$ cat config.mk
export PLATFORM = sky130hd
export DESIGN_NAME = pc_btb_predictor
export DESIGN_NICKNAME = d
export VERILOG_FILES = /design/src/rtl/pc_btb_predictor.sv
export SDC_FILE = /design/constraint.sdc
export NUM_CORES = 1
export LEC_CHECK = 0
export CORE_ASPECT_RATIO = 0.9
export CORE_MARGIN = 2
export CORE_UTILIZATION = 38
export CTS_BUF_LIST = sky130_fd_sc_hd__clkbuf_4 sky130_fd_sc_hd__clkbuf_8 sky130_fd_sc_hd__clkbuf_16
export DETAILED_ROUTE_END_ITERATION = 6
export GPL_TIMING_DRIVEN = 0
export PLACE_DENSITY_LB_ADDON = 0.15
export SETUP_SLACK_MARGIN = 0.02
export SLEW_MARGIN = 20
export SYNTH_ARGS = -nofsm -noshare
export SYNTH_HDL_FRONTEND = slang
export SYNTH_SLANG_ARGS = --single-unit
$ cat constraint.sdc
create_clock -name clk -period 3.9 [get_ports clk]
set_input_delay 0.39 -clock clk [delete_from_list [all_inputs] [get_ports clk]]
set_output_delay 0.39 -clock clk [all_outputs]
set_load 0.02 [all_outputs]
$ cat src/rtl/pc_btb_predictor.sv
// pc_btb_predictor: fetch-stage PC register with a direct-mapped BTB and 2-bit counters.
// Ports: clk/rst_n (async active-low); stall_F, redirect/redirect_pc steer PC_F;
//        upd_valid/upd_pc/upd_taken/upd_target train the BTB; PC_F, pred_taken_F, PC_next out.
// Latency: PC_F registered (redirect visible after one edge); prediction is combinational on PC_F.
// Optional feature macro: PC_BTB_PREDICT_EN. When undefined there is no BTB and prediction
// is static not-taken (PC_next = PC_F + 4), with the upd_* inputs ignored.
module pc_btb_predictor #(
  parameter int              XLEN     = 32,
  parameter int              ENTRIES  = 16,
  parameter logic [XLEN-1:0] RESET_PC = '0
) (
  input  logic            clk,
  input  logic            rst_n,
  input  logic            stall_F,
  input  logic            redirect,
  input  logic [XLEN-1:0] redirect_pc,
  input  logic            upd_valid,
  input  logic [XLEN-1:0] upd_pc,
  input  logic            upd_taken,
  input  logic [XLEN-1:0] upd_target,
  output logic [XLEN-1:0] PC_F,
  output logic            pred_taken_F,
  output logic [XLEN-1:0] PC_next
);

  localparam int IDX  = $clog2(ENTRIES);
  localparam int TAGW = XLEN - IDX - 2;

  logic [XLEN-1:0] pc_q;
  logic [XLEN-1:0] pc_plus4;
  logic            pred;
  logic [XLEN-1:0] next_pc;

  // Wraps modulo 2^XLEN naturally.
  assign pc_plus4 = pc_q + XLEN'(4);

`ifdef PC_BTB_PREDICT_EN
  logic             valid_q  [ENTRIES];
  logic [TAGW-1:0]  tag_q    [ENTRIES];
  logic [XLEN-1:0]  target_q [ENTRIES];
  logic [1:0]       ctr_q    [ENTRIES];

  logic [IDX-1:0]   look_idx;
  logic [TAGW-1:0]  look_tag;
  logic             look_hit;
  logic [IDX-1:0]   upd_idx;
  logic [TAGW-1:0]  upd_tag;
  logic             upd_hit;
  logic [1:0]       unused_upd_lsb;

  assign look_idx = pc_q[IDX+1:2];
  assign look_tag = pc_q[XLEN-1:IDX+2];
  assign look_hit = valid_q[look_idx] && (tag_q[look_idx] == look_tag);
  assign pred     = look_hit && ctr_q[look_idx][1];
  assign next_pc  = pred ? target_q[look_idx] : pc_plus4;

  assign upd_idx  = upd_pc[IDX+1:2];
  assign upd_tag  = upd_pc[XLEN-1:IDX+2];
  assign upd_hit  = valid_q[upd_idx] && (tag_q[upd_idx] == upd_tag);
  // Instructions are word aligned; the low PC bits carry no BTB information.
  assign unused_upd_lsb = upd_pc[1:0];

  // Training lands at the edge; a same-cycle lookup of the same entry sees old contents.
  always_ff @(posedge clk or negedge rst_n) begin
    if (!rst_n) begin
      for (int i = 0; i < ENTRIES; i++) begin
        valid_q[i]  <= 1'b0;
        tag_q[i]    <= '0;
        target_q[i] <= '0;
        ctr_q[i]    <= 2'd1;
      end
    end else if (upd_valid) begin
      if (upd_hit) begin
        if (upd_taken) begin
          ctr_q[upd_idx]    <= (ctr_q[upd_idx] == 2'd3) ? 2'd3 : ctr_q[upd_idx] + 2'd1;
          target_q[upd_idx] <= upd_target;
        end else begin
          ctr_q[upd_idx]    <= (ctr_q[upd_idx] == 2'd0) ? 2'd0 : ctr_q[upd_idx] - 2'd1;
        end
      end else if (upd_taken) begin
        // Allocate (or evict an alias) as weakly taken.
        valid_q[upd_idx]  <= 1'b1;
        tag_q[upd_idx]    <= upd_tag;
        target_q[upd_idx] <= upd_target;
        ctr_q[upd_idx]    <= 2'd2;
      end
    end
  end
`else
  logic unused_upd;

  assign pred       = 1'b0;
  assign next_pc    = pc_plus4;
  assign unused_upd = ^{upd_valid, upd_taken, upd_pc, upd_target};
`endif

  // Redirect beats stall; otherwise follow the prediction.
  always_ff @(posedge clk or negedge rst_n) begin
    if (!rst_n) begin
      pc_q <= RESET_PC;
    end else if (redirect) begin
      pc_q <= redirect_pc;
    end else if (!stall_F) begin
      pc_q <= next_pc;
    end
  end

  assign PC_F         = pc_q;
  assign pred_taken_F = pred;
  assign PC_next      = next_pc;

endmodule
==> reports/results.tsv <==
metric	value	unit
status	complete, no violations	
worst-margin pin slew	0.729	ns
PortBufs	98	
CP top delay family	buffers and inverters	
Initial Util	39.1	%
H-tree depth reported by CTS	2	
r2r startpoint	PC_F[2]$_DFFE_PN0N_	
drt wl/cell	16.7	um
DP HPWL	5660	um
Tmin final	3.23	ns
asr flop ratio synth	100	%
# rows	27	
Hold Path Class	input port to flip-flop	
GR Overflow Total	0	
hold_ws	0.477	ns
initial antenna violation count	0	
core area	0.00608	sq mm
Pleak	1.35	nW
DIE WIDTH	87.4	um
Worst Setup End Kind	primary output	
sequential element share of the synthesized area	33.7	%
setup TNS	0	ns
Cell Area, Synth	0.00238	sq mm
number of synthesized flops with an enable pin	0	
crit path cell chain	ha_1 > nand3_2 > or2_2 > clkbuf_1 > nor3_1 > xor2_1 > clkdlybuf4s50_1	
GRT Total Usage	23.6	%
Diodes inserted	0	
critical path startpoint category	flip-flop	
Reg-to-Reg End	PC_F[22]$_DFFE_PN0N_	
VDD IR max	224	uV
dpl cells	453	
num ports	167	
DRC	0	
max_slew headroom	51.0	%
CTS Buffer Depth	2	
multi-input logic area	0.00141	sq mm
WP depth	7	
max-slew violation count	0	
Max Clock Freq	309	MHz
number of global-route vias before repair	2573	
largest net degree at the start of global routing	23	
power per standard cell area	308	mW/mm^2
Crit path buffers/inverters	2	
DRT iter0 DRCs	216	
Final Non-Filler Cells	461	
Post-Syn Nets	385	
GP Congestion	0.866	
cells resized by post-CTS repair	0	
final net count	492	
global-route wire length before repair	12700	um
via count	2523	
Vias/cell	5.47	
CP peak stage delay	0.62	ns
post-route ant nets	0	
Synth cell types	40	
share of cells above drive strength 1	9.25	%
Clock Latency Late Sink	0.29	ns
root buf cell	clkbuf_8	
worst hold start	stall_F	
design area	0.00356	sq mm
syn avg cell area	8.43	sq um
Reg2Reg Setup Slack	1.67	ns
Routed WL	7680	um
Yosys warnings	0	
Hold Path Depth	3	
clk_skew	0.00627	ns
Largest register FFs	32	
router iterations before antenna repair	4	
arrival time worst endpoint	2.84	ns
Clock Sinks	32	
post-CTS setup buffers	0	
CTS tree	done	
area growth from synthesis to layout	49.8	%
Data required, critical path	3.51	ns
final hold vios	0	
# hold bufs at CTS	1	
Filler cells	570	
final setup vio count	0	
Synth Instances	282	
Die Span Y	79.1	um
worst-path fanout max	9	
fin crit share	82.9	%
Setup CP Type	flip-flop to primary output	
Clock transition at path regs	0.07	ns
synthesized flop and latch total	32	
Reg area	801	sq um
worst-case hold path end point	PC_F[21]$_DFFE_PN0N_	
top_reg_cell synth	dfrtp_1	
Die ar.	0.00691	sq mm
RSZ-0062 raised after global routing	no	
total power	1.10	mW
slowest CP cell	clkdlybuf4s50_1	
max_cap viols	0	
reg2reg path depth	6	
Cell Area, Placed	0.00347	sq mm
Num CTS Buffers	5	
-- layout by cell type, fill, tap and decap left out, types with 5 or more instances in the layout --
cell,n
clkdlybuf4s50_1,97
dfrtp_1,32
nor2_1,30
xor2_1,25
nand2_1,24
a31oi_1,16
nor3_1,15
o21ai_0,15
xnor2_1,14
nand4_1,13
o31ai_1,13
or4_1,13
buf_4,10
buf_2,8
clkbuf_1,6
nand3_1,6
and3_1,5
clkbuf_8,5
-- worst max path at each step --
stage                             start     endpoint  slack (ns)
floorplan           PC_F[2]$_DFFE_PN0N_  PC_next[22]        1.52
global placement    PC_F[2]$_DFFE_PN0N_  PC_next[28]        1.00
detailed placement  PC_F[2]$_DFFE_PN0N_  PC_next[28]        0.97
CTS                 PC_F[2]$_DFFE_PN0N_  PC_next[28]        0.66
global route        PC_F[3]$_DFFE_PN0N_  PC_next[28]        0.42
finish              PC_F[2]$_DFFE_PN0N_  PC_next[28]        0.67
-- final cells by class --
type,count,share of cell area [%]
Clock buffer,6,2.14
Inverter,2,0.211
Clock inverter,1,0.140
Buffer,26,4.60
Multi-Input combinational cell,222,39.5
Sequential cell,32,22.5
Tap cell,72,2.53
Timing Repair Buffer,100,28.4
-- cell usage after synthesis (2+ instances only) --
cell type	count	area, sq um
buf_6	2	22.5
a21oi_1	2	10.0
nor2_1	30	113
or3_1	4	25.0
and3_1	5	31.3
clkbuf_1	6	22.5
dfrtp_1	32	801
nand4_1	13	81.3
o21ai_0	15	75.1
and2_1	2	12.5
and4_1	3	26.3
nand3_1	6	30.0
nor3_1	15	75.1
or4_1	13	97.6
and4_4	2	22.5
nor4_1	4	25.0
nand2_1	24	90.1
buf_2	7	35.0
or2_2	2	12.5
o31ai_1	13	97.6
mux2_2	2	22.5
a31oi_1	16	100
xor2_1	25	219
buf_4	10	75.1
xnor2_1	14	123
-- cells by family after synthesis --
| logic type | Yosys count | synth area share, % |
|---|---|---|
| fa+ha+maj | 1 | 0.526 |
| other cells | 1 | 0.158 |
| buf+inv | 28 | 7.21 |
| mux | 3 | 1.37 |
| flops | 32 | 33.7 |
| compound gates | 48 | 12.7 |
| xor+xnor | 39 | 14.4 |
| simple gates | 130 | 30.0 |
-- per-stage QoR --
stage,utilization (%),setup WS [ns]
floorplan,-,1.52
global placement,56.7,1.00
detailed placement,57.1,0.974
CTS,58.6,0.657
global route,58.6,0.424
finish,58.6,0.666
-- worst min-delay path: cells and delay by family --
kind / cells / cell delay (ns)
buf+inv: 1 / 0.14
simple gates: 1 / 0.12
compound gates: 1 / 0.07
-- routing by layer --
metal | global-route usage [%] | routed length (um) | vias up
li1 | - | - | 1236
met1 | 34.3 | 3600 | 1186
met4 | 7.69 | 94 | 0
met2 | 34.8 | 3490 | 94
met5 | 0 | 0 | -
met3 | 4.89 | 487 | 7
-- where the power goes --
| group | internal, mW | switching [mW] |
|---|---|---|
| combinational | 0.212 | 0.216 |
| sequential | 0.363 | 0.0489 |
| clock | 0.128 | 0.129 |
| total | 0.704 | 0.394 |
Note: power is estimated with default switching activity, not from simulation.
